`src/rtl/dd_input_pkg.sv`:
```
// Shared constants for the DigDug player-input stage: PS/2 scan codes,
// INP0/INP1 and joystick bit positions, and the coin shaper states.
package dd_input_pkg;

  localparam logic [7:0] SC_UP     = 8'h75;
  localparam logic [7:0] SC_DOWN   = 8'h72;
  localparam logic [7:0] SC_LEFT   = 8'h6B;
  localparam logic [7:0] SC_RIGHT  = 8'h74;
  localparam logic [7:0] SC_SPACE  = 8'h29;
  localparam logic [7:0] SC_CTRL   = 8'h14;
  localparam logic [7:0] SC_F1     = 8'h05;
  localparam logic [7:0] SC_F2     = 8'h06;
  localparam logic [7:0] SC_1      = 8'h16;
  localparam logic [7:0] SC_2      = 8'h1E;
  localparam logic [7:0] SC_5      = 8'h2E;
  localparam logic [7:0] SC_6      = 8'h36;
  localparam logic [7:0] SC_R      = 8'h2D;
  localparam logic [7:0] SC_F      = 8'h2B;
  localparam logic [7:0] SC_D      = 8'h23;
  localparam logic [7:0] SC_G      = 8'h34;
  localparam logic [7:0] SC_A      = 8'h1C;
  localparam logic [7:0] SC_S      = 8'h1B;

  localparam int INP0_TRIG1   = 0;
  localparam int INP0_TRIG2   = 1;
  localparam int INP0_START1  = 2;
  localparam int INP0_START2  = 3;
  localparam int INP0_COIN1   = 4;
  localparam int INP0_COIN2   = 5;
  localparam int INP0_SERVICE = 7;

  localparam int INP1_UP1     = 0;
  localparam int INP1_RIGHT1  = 1;
  localparam int INP1_DOWN1   = 2;
  localparam int INP1_LEFT1   = 3;
  localparam int INP1_UP2     = 4;
  localparam int INP1_RIGHT2  = 5;
  localparam int INP1_DOWN2   = 6;
  localparam int INP1_LEFT2   = 7;

  localparam int JOY_RIGHT    = 0;
  localparam int JOY_LEFT     = 1;
  localparam int JOY_DOWN     = 2;
  localparam int JOY_UP       = 3;
  localparam int JOY_FIRE     = 4;
  localparam int JOY_START1   = 5;
  localparam int JOY_START2   = 6;
  localparam int JOY_COIN     = 7;

  typedef enum logic [1:0] {
    IDLE  = 2'd0,
    PULSE = 2'd1,
    HOLD  = 2'd2
  } coin_state_t;

endpackage

```
`src/rtl/dd_coin_pulse.sv`:
```
// One coin shaper: turns a raw coin press into a pulse lasting exactly
// COIN_FRAMES vblank rising edges, then waits for the coin to be released.
//
//   state | meaning
//   IDLE  | armed, waiting for a raw coin rising edge
//   PULSE | coin output high, counting vb_rise down to zero
//   HOLD  | pulse done, waiting for the raw coin to drop
module dd_coin_pulse
  import dd_input_pkg::*;
#(
  parameter int COIN_FRAMES = 4
) (
  input  logic clk_sys,
  input  logic rst_n,
  input  logic raw,
  input  logic vb_rise,
  output logic pulse,
  output logic busy
);

  localparam logic [3:0] CNT_LOAD = 4'(COIN_FRAMES);

  coin_state_t state;
  logic        raw_q;
  logic        rise_q;
  logic [3:0]  cnt;

  always_ff @(posedge clk_sys or negedge rst_n) begin
    if (!rst_n) begin
      state  <= IDLE;
      raw_q  <= 1'b0;
      rise_q <= 1'b0;
      cnt    <= 4'd0;
    end else begin
      raw_q  <= raw;
      rise_q <= raw & ~raw_q;
      case (state)
        IDLE: begin
          if (rise_q) begin
            state <= PULSE;
            cnt   <= CNT_LOAD;
          end
        end
        PULSE: begin
          // the raw level is ignored here so a short tap still gets a full pulse
          if (vb_rise) begin
            cnt <= cnt - 4'd1;
            if (cnt == 4'd1) state <= HOLD;
          end
        end
        HOLD: begin
          if (!raw) state <= IDLE;
        end
        default: state <= IDLE;
      endcase
    end
  end

  assign pulse = (state == PULSE);
  assign busy  = (state != IDLE);

endmodule

```
`src/rtl/dd_input_ctrl.sv`:
```
// DigDug input conditioning: PS/2 key latches merged with both joysticks,
// frame-counted coin pulses, registered INP0/INP1. Option: DD_COCKTAIL_EN.
module dd_input_ctrl
  import dd_input_pkg::*;
#(
  parameter int COIN_FRAMES = 4
) (
  input  logic        clk_sys,
  input  logic        rst_n,
  input  logic [10:0] ps2_key,
  input  logic [15:0] joystk1,
  input  logic [15:0] joystk2,
  input  logic        vblank,
  input  logic        service,
`ifdef DD_COCKTAIL_EN
  input  logic        cabinet,
`endif
  output logic [7:0]  inp0,
  output logic [7:0]  inp1,
  output logic [1:0]  coin_busy
);

  logic tgl_q;
  logic key_evt;
  logic k_up1, k_down1, k_left1, k_right1, k_fire1;
  logic k_up2, k_down2, k_left2, k_right2, k_fire2;
  logic k_start1, k_start2, k_coin1, k_coin2;

  assign key_evt = ps2_key[10] ^ tgl_q;

  always_ff @(posedge clk_sys or negedge rst_n) begin
    if (!rst_n) begin
      tgl_q    <= 1'b0;
      k_up1    <= 1'b0;
      k_down1  <= 1'b0;
      k_left1  <= 1'b0;
      k_right1 <= 1'b0;
      k_fire1  <= 1'b0;
      k_up2    <= 1'b0;
      k_down2  <= 1'b0;
      k_left2  <= 1'b0;
      k_right2 <= 1'b0;
      k_fire2  <= 1'b0;
      k_start1 <= 1'b0;
      k_start2 <= 1'b0;
      k_coin1  <= 1'b0;
      k_coin2  <= 1'b0;
    end else begin
      tgl_q <= ps2_key[10];
      if (key_evt) begin
        // arrows arrive with or without the E0 prefix depending on the keyboard
        case (ps2_key[7:0])
          SC_UP:    k_up1    <= ps2_key[9];
          SC_DOWN:  k_down1  <= ps2_key[9];
          SC_LEFT:  k_left1  <= ps2_key[9];
          SC_RIGHT: k_right1 <= ps2_key[9];
          default: ;
        endcase
        if (!ps2_key[8]) begin
          case (ps2_key[7:0])
            SC_SPACE, SC_CTRL: k_fire1 <= ps2_key[9];
            SC_F1: begin
              k_start1 <= ps2_key[9];
              k_coin1  <= ps2_key[9];
            end
            SC_F2: begin
              k_start2 <= ps2_key[9];
              k_coin2  <= ps2_key[9];
            end
            SC_1:     k_start1 <= ps2_key[9];
            SC_2:     k_start2 <= ps2_key[9];
            SC_5:     k_coin1  <= ps2_key[9];
            SC_6:     k_coin2  <= ps2_key[9];
            SC_R:     k_up2    <= ps2_key[9];
            SC_F:     k_down2  <= ps2_key[9];
            SC_D:     k_left2  <= ps2_key[9];
            SC_G:     k_right2 <= ps2_key[9];
            SC_A, SC_S: k_fire2 <= ps2_key[9];
            default: ;
          endcase
        end
      end
    end
  end

  logic vb_meta, vb_sync, vb_prev;
  logic vb_rise;

  always_ff @(posedge clk_sys or negedge rst_n) begin
    if (!rst_n) begin
      vb_meta <= 1'b0;
      vb_sync <= 1'b0;
      vb_prev <= 1'b0;
    end else begin
      vb_meta <= vblank;
      vb_sync <= vb_meta;
      vb_prev <= vb_sync;
    end
  end

  assign vb_rise = vb_sync & ~vb_prev;

  // upright cabinets let either player's controls drive player 1
  logic p2_to_p1;
`ifdef DD_COCKTAIL_EN
  assign p2_to_p1 = ~cabinet;
`else
  assign p2_to_p1 = 1'b1;
`endif

  logic up1, down1, left1, right1, trig1;
  logic up2, down2, left2, right2, trig2;
  logic start1, start2, coin1_raw, coin2_raw;

  assign up2    = k_up2    | joystk2[JOY_UP];
  assign down2  = k_down2  | joystk2[JOY_DOWN];
  assign left2  = k_left2  | joystk2[JOY_LEFT];
  assign right2 = k_right2 | joystk2[JOY_RIGHT];
  assign trig2  = k_fire2  | joystk2[JOY_FIRE];

  assign up1    = k_up1    | joystk1[JOY_UP]    | (up2    & p2_to_p1);
  assign down1  = k_down1  | joystk1[JOY_DOWN]  | (down2  & p2_to_p1);
  assign left1  = k_left1  | joystk1[JOY_LEFT]  | (left2  & p2_to_p1);
  assign right1 = k_right1 | joystk1[JOY_RIGHT] | (right2 & p2_to_p1);
  assign trig1  = k_fire1  | joystk1[JOY_FIRE]  | (trig2  & p2_to_p1);

  assign start1    = k_start1 | joystk1[JOY_START1] | joystk2[JOY_START1];
  assign start2    = k_start2 | joystk1[JOY_START2] | joystk2[JOY_START2];
  assign coin1_raw = k_coin1  | joystk1[JOY_COIN];
  assign coin2_raw = k_coin2  | joystk2[JOY_COIN];

  logic unused_joy_hi;
  assign unused_joy_hi = ^{joystk1[15:8], joystk2[15:8]};

  logic coin1_pulse, coin2_pulse;
  logic coin1_busy, coin2_busy;

  dd_coin_pulse #(.COIN_FRAMES(COIN_FRAMES)) u_coin1 (
    .clk_sys (clk_sys),
    .rst_n   (rst_n),
    .raw     (coin1_raw),
    .vb_rise (vb_rise),
    .pulse   (coin1_pulse),
    .busy    (coin1_busy)
  );

  dd_coin_pulse #(.COIN_FRAMES(COIN_FRAMES)) u_coin2 (
    .clk_sys (clk_sys),
    .rst_n   (rst_n),
    .raw     (coin2_raw),
    .vb_rise (vb_rise),
    .pulse   (coin2_pulse),
    .busy    (coin2_busy)
  );

  assign coin_busy = {coin2_busy, coin1_busy};

  logic [7:0] inp0_d, inp1_d;

  always_comb begin
    inp0_d = 8'h00;
    inp0_d[INP0_TRIG1]   = trig1;
    inp0_d[INP0_TRIG2]   = trig2;
    inp0_d[INP0_START1]  = start1;
    inp0_d[INP0_START2]  = start2;
    inp0_d[INP0_COIN1]   = coin1_pulse;
    inp0_d[INP0_COIN2]   = coin2_pulse;
    inp0_d[INP0_SERVICE] = service;

    inp1_d = 8'h00;
    inp1_d[INP1_UP1]    = up1;
    inp1_d[INP1_RIGHT1] = right1;
    inp1_d[INP1_DOWN1]  = down1;
    inp1_d[INP1_LEFT1]  = left1;
    inp1_d[INP1_UP2]    = up2;
    inp1_d[INP1_RIGHT2] = right2;
    inp1_d[INP1_DOWN2]  = down2;
    inp1_d[INP1_LEFT2]  = left2;
  end

  always_ff @(posedge clk_sys or negedge rst_n) begin
    if (!rst_n) begin
      inp0 <= 8'h00;
      inp1 <= 8'h00;
    end else begin
      inp0 <= inp0_d;
      inp1 <= inp1_d;
    end
  end

endmodule

```
`config.mk`:
```
export PLATFORM = sky130hd
export DESIGN_NAME = dd_input_ctrl
export DESIGN_NICKNAME = d
export VERILOG_FILES = /design/src/rtl/dd_input_pkg.sv /design/src/rtl/dd_coin_pulse.sv /design/src/rtl/dd_input_ctrl.sv
export SDC_FILE = /design/constraint.sdc
export NUM_CORES = 1
export LEC_CHECK = 0
export CAP_MARGIN = 20
export CORE_AREA = 10 10 71 73
export DETAILED_ROUTE_END_ITERATION = 6
export DIE_AREA = 0 0 81 83
export DONT_BUFFER_PORTS = 1
export PLACE_DENSITY = 0.76
export SKIP_CTS_REPAIR_TIMING = 1
export SLEW_MARGIN = 0
export SYNTH_ARGS = -nofsm -noshare
export SYNTH_HDL_FRONTEND = slang
export SYNTH_SLANG_ARGS = --single-unit
```
`constraint.sdc`:
```
create_clock -name clk_sys -period 2.3 [get_ports clk_sys]
set_clock_uncertainty 0.15 [all_clocks]
set_input_delay 0.345 -clock clk_sys [delete_from_list [all_inputs] [get_ports clk_sys]]
set_output_delay 0.345 -clock clk_sys [all_outputs]
set_load 0.1 [all_outputs]
```
==> summary.txt, run 1 <==
Run status
  • Status: finished clean

Setup path
  • Reg-to-Reg Start: tgl_q$_DFF_PN0_
  • Critical-path top delay cell: dfrtp_1
  • Delay-heaviest family, CP: simple AND/OR/NAND/NOR gates
  • Critical-path cell list: xnor2_2 > nor4b_2 > nor4b_2 > mux2_2
  • FF-to-FF End: k_down1$_DFFE_PN0P_
  • Worst reg-to-reg path cell count: 4
  • Element type at the critical path start: flip-flop
  • CP peak stage delay: about 0.4 ns
  • Worst Path Max Fanout: 3
  • Crit Path Category: reg -> reg
  • Worst Path Arrival: approximately 1.9 ns
  • R2R Setup Slk: approximately 0.41 ns
  • Req. time, crit path: between 2 and 2.5 ns
  • CP endpoint kind: flip-flop
  • Most Frequent Cell on Critical Path: nor4b_2
  • Bufs and invs on worst path: 0

STA
  • Final Cycle Share: 82.0%
  • Endpoints failing setup: 0
  • Slew of the pin with the lowest slew margin: 0.529 ns
  • Relative slew slack: 64.7%
  • Minimum clock period after layout: about 1.9 ns
  • Setup TNS: 0 ns
  • Hold Worst Slack: approximately 0.0016 ns
  • Pins Over Slew Limit: 0
  • Fin. Hold Viols: 0
  • RSZ-0062 raised after global routing: no
  • FMAX: between 500 and 600 MHz

Place
  • Port bufs: 0
  • Dpl hpwl: about 3.3 mm
  • GPL Wtd Cong: 0.815
  • Dpl cells: 251
  • Placed Instance Area: roughly 0.0023 mm^2

Synth
  • Register area share after synthesis: between 50% and 60%
  • Mean Syn Cell Area: roughly 11 um^2
  • Synth Flop Type: dfrtp_1
  • Post-synthesis cell area: approximately 0.0022 mm^2
  • Synth Warn #: 0
  • Mapped Cells: between 150 and 200
  • Post-synth ARST share: 100%
  • Net count after synthesis: around 250
  • Cell variety after synth: 36
  • Post-synth EDFFs: 0
  • Seq cells post-synth: about 50

Routing
  • DRC viols: 0
  • Initial DRC Count: 102
  • Vias per cell: between 5 and 6
  • DRT Pass-1 Iters: 4
  • Routed Antenna Nets: 0
  • Top layer used by detailed routing: met4
  • WL/cell: ~17 um
  • Total wire length: 4.65 mm
  • DR WL met3: ~250 um
  • Met2 WL: about 2.7 mm
  • Via count: between 1.5k and 2k
  • Metal-1 WL: about 1.7 mm

Floorplan
  • Initial core utilization: between 60 and 70%
  • I/O pin count: 65
  • Core area: approximately 0.0036 mm^2
  • Die height: 83 um
  • Rows: 22
  • Die ar.: roughly 0.0067 mm^2
  • Chip width: between 80 and 90 um

Global route
  • Antenna violations before repair: 0
  • First-pass GRT wire length: roughly 7.4 mm
  • Gr usage total: roughly 14%
  • Pin count of the biggest net entering global routing: 50
  • Vias in the first global route: about 1.6k
  • Remaining Overflow, GRT: 0

Clock network
  • Clk pin slew, worst setup/hold paths: 0.08 ns
  • Max clock buf depth: 2
  • Clock sinks: between 40 and 50
  • Total CTS buffers: 5
  • Clock Tree Root: clkbuf_8
  • H-tree Lvls: 2
  • Clock Latency Late Sink: 0.30 ns
  • CTS tree: done

Power
  • Switching power total: 954 uW
  • Logic pwr share: 32.9%
  • Flop pwr share: between 40% and 50%
  • Peak supply drop: 453 uV
  • Lkg Pwr: about 0.0012 uW
  • PwrDens: roughly 950 mW/mm^2
  • Int Power: 1500 uW
  • Clock group share of total power: 22.1%
  • Pwr Total: approximately 2500 uW
  • Switch share: approximately 39%

Layout
  • Share of post-route cells with drive strength above 1: 24.7%
  • Most frequent cells in the layout: dfrtp_1 (49), mux2_2 (16), buf_4 (16)
  • Final nets: ~270
  • Diodes inserted: 0
  • Design area: roughly 0.0026 mm^2
  • Commonest non-fill, non-tap cell in the layout: dfrtp_1
  • Non-filler cells, final: roughly 270
  • Synth-to-Final Area Change: 16.5%

Hold path
  • Sink of the worst hold path: inp1[2]$_DFF_PN0_
  • HP Class: in -> reg
  • Worst Hold Launch: joystk1[2]
  • Hold path depth: 1

Run
  • Total of max-cap violations: 0
-- cell families after synthesis --
group / Yosys count / share of synthesized area [%]
other: 1 / 0.169
AOI/OAI and AO/OA: 23 / 6.60
DFF: 49 / 55.3
and+or+nand+nor: 78 / 21.4
xor gates and xnor gates: 2 / 1.13
buffers and inverters: 23 / 4.57
adders and majority gates: 4 / 2.26
muxes: 17 / 8.58
-- cell type report --
class / count / area [um^2]
clock buffers: 7 / 96.3
clock inverters: 1 / 5.00
fillers: 267 / 1050
inverters: 13 / 48.8
multi-input cells: 125 / 890
flip-flops and latches: 49 / 1230
well taps: 48 / 60.1
repair buffers: 28 / 258
-- flip-flops by register name, summed over array words and instances (netlist names), 2 cells and up --
| name | count |
|---|---|
| inp0 | 7 |
| inp1 | 8 |
| u_coin1.cnt | 4 |
| u_coin1.state | 2 |
| u_coin2.cnt | 4 |
| u_coin2.state | 2 |
-- cell usage after synthesis, drive strengths merged (5+ instances only) --
master / count / area, um^2
dfrtp: 49 / 1230
mux2: 16 / 180
inv: 13 / 48.8
nor2: 11 / 41.3
nand2: 10 / 37.5
or2: 9 / 56.3
or3: 9 / 56.3
o21ai: 8 / 40.0
buf: 6 / 37.5
nor2b: 6 / 37.5
nor4: 6 / 52.6
nand2b: 5 / 31.3
-- worst max-delay path by stage --
stage,from,end,cells past startpoint
global route,vb_prev$_DFF_PN0_,u_coin1.cnt[3]$_DFFE_PN0P_,4
global placement,tgl_q$_DFF_PN0_,k_down1$_DFFE_PN0P_,4
floorplan,tgl_q$_DFF_PN0_,k_start1$_DFFE_PN0P_,4
CTS,tgl_q$_DFF_PN0_,k_down1$_DFFE_PN0P_,4
finish,tgl_q$_DFF_PN0_,k_down1$_DFFE_PN0P_,4
detailed placement,tgl_q$_DFF_PN0_,k_down1$_DFFE_PN0P_,4
-- power by group through the flow --
| stage | sequential, uW | combinational (uW) | clock (uW) |
|---|---|---|---|
| 5_1_grt | 1120 | 865 | 604 |
| 4_1_cts | 1100 | 772 | 559 |
| 6_report | 1100 | 807 | 542 |
| 3_3_place_gp | 1100 | 721 | 0 |
| 3_5_place_dp | 1120 | 770 | 0 |
| 2_1_floorplan | 1280 | 483 | 0 |
-- through the flow --
step	utilization (%)	setup slack, ns
after CTS	67.3	0.413
after global routing	71.1	0.327
after detailed placement	64.5	0.428
after global placement	64.5	0.491
final	71.1	0.415
after floorplan	-	0.573
-- routing by layer --
metal  up-vias  global-route usage [%]
li1        735                       -
met1       788                    13.4
met2        46                    24.9
met3         8                    5.93
met4         0                    5.48
met5         -                       0
Power figures use the tool's default switching activity.
==> run 2, diff against run 1 <==
clock period = 1.9 ns   (was 2.3 ns; I/O delays follow)
==> summary.txt, run 2 (same netlist as run 1, synthesis figures left out) <==
Run status
  • Status: finished clean (unchanged)

Power
  • PwrDens: 1080 mW/mm^2 (was 950 mW/mm^2)
  • Switch share: 39.4% (was 38.9%)
  • Lkg Pwr: 0.00121 uW (was 0.00117 uW)
  • Clock group share of total power: 19.5% (was 22.1%)
  • Peak supply drop: 506 uV (was 453 uV)
  • Logic pwr share: 34.5% (was 32.9%)
  • Switching power total: 1140 uW (was 954 uW)
  • Int Power: 1760 uW (was 1500 uW)
  • Flop pwr share: 46.0% (was 45.0%)

Layout
  • Commonest non-fill, non-tap cell in the layout: dfrtp_1 (unchanged)
  • Share of post-route cells with drive strength above 1: 22.6% (was 24.7%)
  • Synth-to-Final Area Change: 20.8% (was 16.5%)
  • Max reg flops: 8 (unchanged)
  • Biggest regs: inp1 (8), inp0 (7) (unchanged)
  • Fillers: 269 (was 267)
  • Most frequent cells in the layout: dfrtp_1 (49), dlygate4sd3_1 (21), buf_4 (17) (was dfrtp_1 (49), mux2_2 (16), buf_4 (16))
  • Non-filler cells, final: 282 (was 271)
  • Diodes inserted: 0 (unchanged)
  • Most flop-heavy register: inp1 (unchanged)
  • Final nets: 284 (was 273)

STA
  • Final Cycle Share: 94.4% (was 82.0%)
  • Endpoints failing setup: 0 (unchanged)
  • Fin. Hold Viols: 0 (unchanged)
  • RSZ-0062 raised after global routing: no (unchanged)
  • Minimum clock period after layout: 1.79 ns (was 1.89 ns)
  • FMAX: 557 MHz (was 530 MHz)
  • Relative slew slack: 64.8% (was 64.7%)
  • Pins Over Slew Limit: 0 (unchanged)
  • Slew of the pin with the lowest slew margin: 0.527 ns (was 0.529 ns)
  • Setup TNS: 0 ns (unchanged)
  • Hold Worst Slack: 0.0784 ns (was 0.00157 ns)

Floorplan
  • Core area: 0.00363 mm^2 (unchanged)
  • Die ar.: 0.00672 mm^2 (unchanged)
  • I/O pin count: 65 (unchanged)
  • Chip width: 81 um (unchanged)
  • Die height: 83 um (unchanged)
  • Rows: 22 (unchanged)
  • Initial core utilization: 61.0% (unchanged)

Setup path
  • Worst Path Arrival: 1.82 ns (was 1.93 ns)
  • CP endpoint kind: flip-flop (unchanged)
  • Element type at the critical path start: flip-flop (unchanged)
  • Worst reg-to-reg path cell count: 4 (unchanged)
  • Req. time, crit path: 1.93 ns (was 2.34 ns)
  • Reg-to-Reg Start: tgl_q$_DFF_PN0_ (unchanged)
  • Worst Path Max Fanout: 3 (unchanged)
  • Critical-path top delay cell: dfrtp_1 (unchanged)
  • Crit Path Category: reg -> reg (unchanged)
  • CP peak stage delay: 0.40 ns (about the same)
  • Worst Setup EP: k_down1$_DFFE_PN0P_ (unchanged)
  • CP startpoint: tgl_q$_DFF_PN0_ (unchanged)
  • Critical-path cell list: xnor2_2 > nor4b_2 > nor4b_4 > mux2_2 (was xnor2_2 > nor4b_2 > nor4b_2 > mux2_2)
  • R2R Setup Slk: 0.11 ns (was 0.41 ns)
  • FF-to-FF End: k_down1$_DFFE_PN0P_ (unchanged)

Clock network
  • Clock Tree Root: clkbuf_8 (unchanged)
  • Total CTS buffers: 5 (unchanged)
  • Clock Latency Late Sink: 0.29 ns (was 0.30 ns)
  • H-tree Lvls: 2 (unchanged)
  • Clk pin slew, worst setup/hold paths: 0.08 ns (about the same)
  • Clock sinks: 49 (unchanged)
  • CTS tree: done (unchanged)
  • Max clock buf depth: 2 (unchanged)

Run
  • Total of max-cap violations: 0 (unchanged)

Routing
  • Vias per cell: 5.74 (was 5.82)
  • Initial DRC Count: 88 (was 102)
  • WL/cell: 17.6 um (was 17.2 um)
  • Total wire length: 4.96 mm (was 4.65 mm)
  • DRT Pass-1 Iters: 4 (unchanged)
  • DRC viols: 0 (unchanged)
  • Via count: 1618 (was 1577)
  • Routed Antenna Nets: 0 (unchanged)

Global route
  • Antenna violations before repair: 0 (unchanged)
  • First-pass GRT wire length: 7.67 mm (was 7.36 mm)
  • Gr usage total: 14.1% (was 13.9%)
  • Remaining Overflow, GRT: 0 (unchanged)
  • Vias in the first global route: 1643 (was 1605)
  • Pin count of the biggest net entering global routing: 50 (unchanged)

Place
  • Dpl hpwl: 3.43 mm (was 3.32 mm)
  • Port bufs: 0 (unchanged)
  • Dpl cells: 252 (was 251)
  • GPL Wtd Cong: 0.835 (was 0.815)

Hold path
  • HP Class: in -> reg (unchanged)
## run 2: how the worst min path moves through the flow
stage          startpoint                  end  slack (ns)  cells after the start
2_1_floorplan       rst_n    inp0[0]$_DFF_PN0_       -0.16                      0
3_3_place_gp        rst_n    inp0[5]$_DFF_PN0_       -0.16                      0
3_5_place_dp        rst_n    inp0[5]$_DFF_PN0_       -0.16                      0
4_1_cts             rst_n    k_up2$_DFFE_PN0P_       -0.48                      0
5_1_grt        ps2_key[3]  k_fire2$_DFFE_PN0P_        0.08                      2
6_report       ps2_key[3]  k_fire2$_DFFE_PN0P_        0.08                      2
## run 2: layout make-up
cell class / count / area, um^2 / share of cell area, %
Clock buffer: 8 / 80.1 / 2.99
Inverter: 13 / 48.8 / 1.82
Timing Repair Buffer: 39 / 365 / 13.6
Multi-Input combinational cell: 125 / 898 / 33.5
Sequential cell: 49 / 1230 / 45.8
Tap cell: 48 / 60.1 / 2.24
## run 2: power by group through the flow
stage               Combinational, uW  Clock (uW)  Sequential, uW
global placement                  874           0            1340
CTS                               936         581            1330
finish                           1000         567            1340
floorplan                         585           0            1540
global route                     1080         625            1360
detailed placement                932           0            1350
## run 2: critical path: cells and delay by family, from the launching register on
family,cells,cell delay [ns]
AND/OR/NAND/NOR,2,0.60
flip-flops,1,0.40
multiplexers,1,0.36
XOR/XNOR,1,0.18
## run 2: per-stage QoR
| stage | power (uW) | area (um^2) | worst slack (ns) | util (%) |
|---|---|---|---|---|
| 2_1_floorplan | 2130 | 2220 | 0.173 | - |
| 3_3_place_gp | 2210 | 2350 | 0.186 | 64.7 |
| 3_5_place_dp | 2280 | 2350 | 0.0988 | 64.7 |
| 4_1_cts | 2850 | 2430 | 0.0872 | 66.9 |
| 5_1_grt | 3060 | 2680 | 0.0246 | 73.7 |
| 6_report | 2910 | 2680 | 0.106 | 73.7 |
## run 2: per-layer routing
metal,part of all wire (%),global-route usage [%],routed length [um]
met1,35,14.9,1760
met2,58,24.6,2860
met3,5.4,5.06,266
met4,1.5,5.16,75
met5,0,0,0
==> run 3, diff against run 2 <==
CORE_AREA = 10 10 80 82   (was 10 10 71 73)
DIE_AREA = 0 0 90 92   (was 0 0 81 83)
DONT_BUFFER_PORTS = default   (was 1)
PLACE_DENSITY = 0.78   (was 0.76)
==> summary.txt, run 3 (same netlist as run 1, synthesis figures left out) <==
Layout
  • Final nets: 306 (was 284)
  • Share of post-route cells with drive strength above 1: 26.6% (was 22.6%)
  • Non-filler cells, final: 326 (was 282)
  • Max reg flops: 8 (unchanged)
  • Commonest non-fill, non-tap cell in the layout: dfrtp_1 (unchanged)
  • Diodes inserted: 0 (unchanged)
  • Seq. cell area: 0.00123 mm^2 (unchanged)
  • Area of the multi-input gates: 890 um^2 (was 898 um^2)
  • Biggest regs: inp1 (8), inp0 (7) (unchanged)
  • Fillers: 371 (was 269)
  • Synth-to-Final Area Change: 39.6% (was 20.8%)
  • Most flop-heavy register: inp1 (unchanged)
  • Most frequent cells in the layout: dfrtp_1 (49), clkdlybuf4s50_1 (29), buf_12 (18) (was dfrtp_1 (49), dlygate4sd3_1 (21), buf_4 (17))

Routing
  • Via count: 1620 (was 1618)
  • WL/cell: 13.9 um (was 17.6 um)
  • Total wire length: 4.54 mm (was 4.96 mm)
  • Routed Antenna Nets: 0 (unchanged)
  • Vias per cell: 4.97 (was 5.74)
  • DRT Pass-1 Iters: 4 (unchanged)
  • Initial DRC Count: 84 (was 88)
  • DRC viols: 0 (unchanged)

Floorplan
  • Core area: 0.00491 mm^2 (was 0.00363 mm^2)
  • Chip width: 90 um (was 81 um)
  • Die height: 92 um (was 83 um)
  • Die ar.: 0.00828 mm^2 (was 0.00672 mm^2)
  • I/O pin count: 65 (unchanged)
  • Rows: 26 (was 22)
  • Initial core utilization: 45.1% (was 61.0%)

Clock network
  • Max clock buf depth: 2 (unchanged)
  • Clock sinks: 49 (unchanged)
  • Clock Latency Late Sink: 0.30 ns (was 0.29 ns)
  • Clk pin slew, worst setup/hold paths: 0.09 ns (was 0.08 ns)
  • Clock Tree Root: clkbuf_8 (unchanged)
  • CTS tree: done (unchanged)
  • H-tree Lvls: 2 (unchanged)
  • Total CTS buffers: 5 (unchanged)

STA
  • FMAX: 560 MHz (was 557 MHz)
  • Minimum clock period after layout: 1.78 ns (was 1.79 ns)
  • Final Cycle Share: 93.9% (was 94.4%)
  • Pins Over Slew Limit: 0 (unchanged)
  • RSZ-0062 raised after global routing: no (unchanged)
  • Fin. Hold Viols: 0 (unchanged)
  • Hold Worst Slack: 0.191 ns (was 0.0784 ns)
  • Endpoints failing setup: 0 (unchanged)

Setup path
  • Element type at the critical path start: input pin (was flip-flop)
  • Critical-path top delay cell: clkdlybuf4s50_1 (was dfrtp_1)
  • Critical-path cell list: clkdlybuf4s50_1 > xnor2_2 > nor4b_2 > nor4b_2 > mux2_2 (was xnor2_2 > nor4b_2 > nor4b_4 > mux2_2)
  • Crit Path Category: in -> reg (was reg -> reg)
  • Req. time, crit path: 1.94 ns (was 1.93 ns)
  • Worst Path Arrival: 1.82 ns (about the same)
  • Most Frequent Cell on Critical Path: nor4b_2
  • CP peak stage delay: 0.45 ns (was 0.40 ns)
  • Worst Path Max Fanout: 3 (unchanged)
  • CP endpoint kind: flip-flop (unchanged)

Global route
  • Pin count of the biggest net entering global routing: 47 (was 50)
  • Gr usage total: 11.3% (was 14.1%)
  • First-pass GRT wire length: 7.72 mm (was 7.67 mm)
  • Vias in the first global route: 1676 (was 1643)
  • Antenna violations before repair: 0 (unchanged)
  • Remaining Overflow, GRT: 0 (unchanged)

Hold path
  • HP Class: in -> async (was in -> reg)

Power
  • Switching power total: 1210 uW (was 1140 uW)
  • Int Power: 1950 uW (was 1760 uW)
  • Clock group share of total power: 19.0% (was 19.5%)
  • PwrDens: 1020 mW/mm^2 (was 1080 mW/mm^2)
  • Peak supply drop: 570 uV (was 506 uV)
  • Lkg Pwr: 0.00138 uW (was 0.00121 uW)
  • Pwr Total: 3150 uW (was 2910 uW)
  • Switch share: 38.2% (was 39.4%)
  • Flop pwr share: 42.8% (was 46.0%)
  • Logic pwr share: 38.2% (was 34.5%)

Place
  • Dpl cells: 317 (was 252)
  • GPL Wtd Cong: 0.796 (was 0.835)
  • Dpl hpwl: 3.61 mm (was 3.43 mm)
  • Port bufs: 47 (was 0)

Run
  • Total of max-cap violations: 0 (unchanged)

Run status
  • Status: finished clean (unchanged)
## run 3: changes by cell type in the layout (fill, tap and decap cells not counted), sizes merged
cell / change
clkdlybuf4s50: +29
buf: +13
clkinvlp: +2
clkbuf: -2
dlygate4sd3: -20
## run 3: area by class of cell
class / instances / share of cell area [%]
clock inverters: 2 / 0.485
flip-flops and latches: 49 / 39.6
clock buffers: 6 / 2.34
repair buffers: 61 / 24.4
inverters: 13 / 1.58
well taps: 70 / 2.83
multi-input cells: 125 / 28.7
## run 3: final timing paths
check                                  start                   to  cells after the start  slack, ns
min reg2reg                vb_meta$_DFF_PN0_    vb_sync$_DFF_PN0_                      0       0.23
max reg2reg                  tgl_q$_DFF_PN0_  k_down1$_DFFE_PN0P_                      4       0.17
max in group asynchronous              rst_n  k_down1$_DFFE_PN0P_                      3       0.97
max                              ps2_key[10]  k_down1$_DFFE_PN0P_                      5       0.12
min in group clk_sys       vb_meta$_DFF_PN0_    vb_sync$_DFF_PN0_                      0       0.23
min                                    rst_n    inp0[7]$_DFF_PN0_                      2       0.19
## run 3: stage by stage
stage | setup WS (ns) | utilization [%] | setup TNS (ns) | cell area (um^2)
finish | 0.115 | 63.0 | 0 | 3100
global route | 0.0632 | 63.0 | 0 | 3100
CTS | 0.105 | 62.8 | 0 | 3090
detailed placement | -0.224 | 61.0 | -1.73 | 3000
global placement | -0.192 | 61.0 | -1.37 | 3000
floorplan | 0.173 | - | 0 | 2220
## run 3: power groups by stage
stage               clock (uW)  sequential (uW)  combinational, uW
floorplan                    0             1540                585
finish                     600             1350               1200
detailed placement           0             1370               1210
global placement             0             1360               1170
CTS                        622             1350               1210
global route               673             1370               1300
## run 3: critical path, delay by kind of cell
kind          cells  cell delay (ns)
buf+inv           1             0.45
mux               1             0.35
xor+xnor          1             0.19
simple gates      2             0.54
## run 3: per-layer routing
layer / part of all wire (%) / global-route usage [%] / wire length [um]
met5: 0 / 0 / 0
met4: 1.1 / 3.45 / 48
met3: 6.1 / 4.81 / 279
met2: 52 / 20.0 / 2360
met1: 41 / 12.1 / 1850
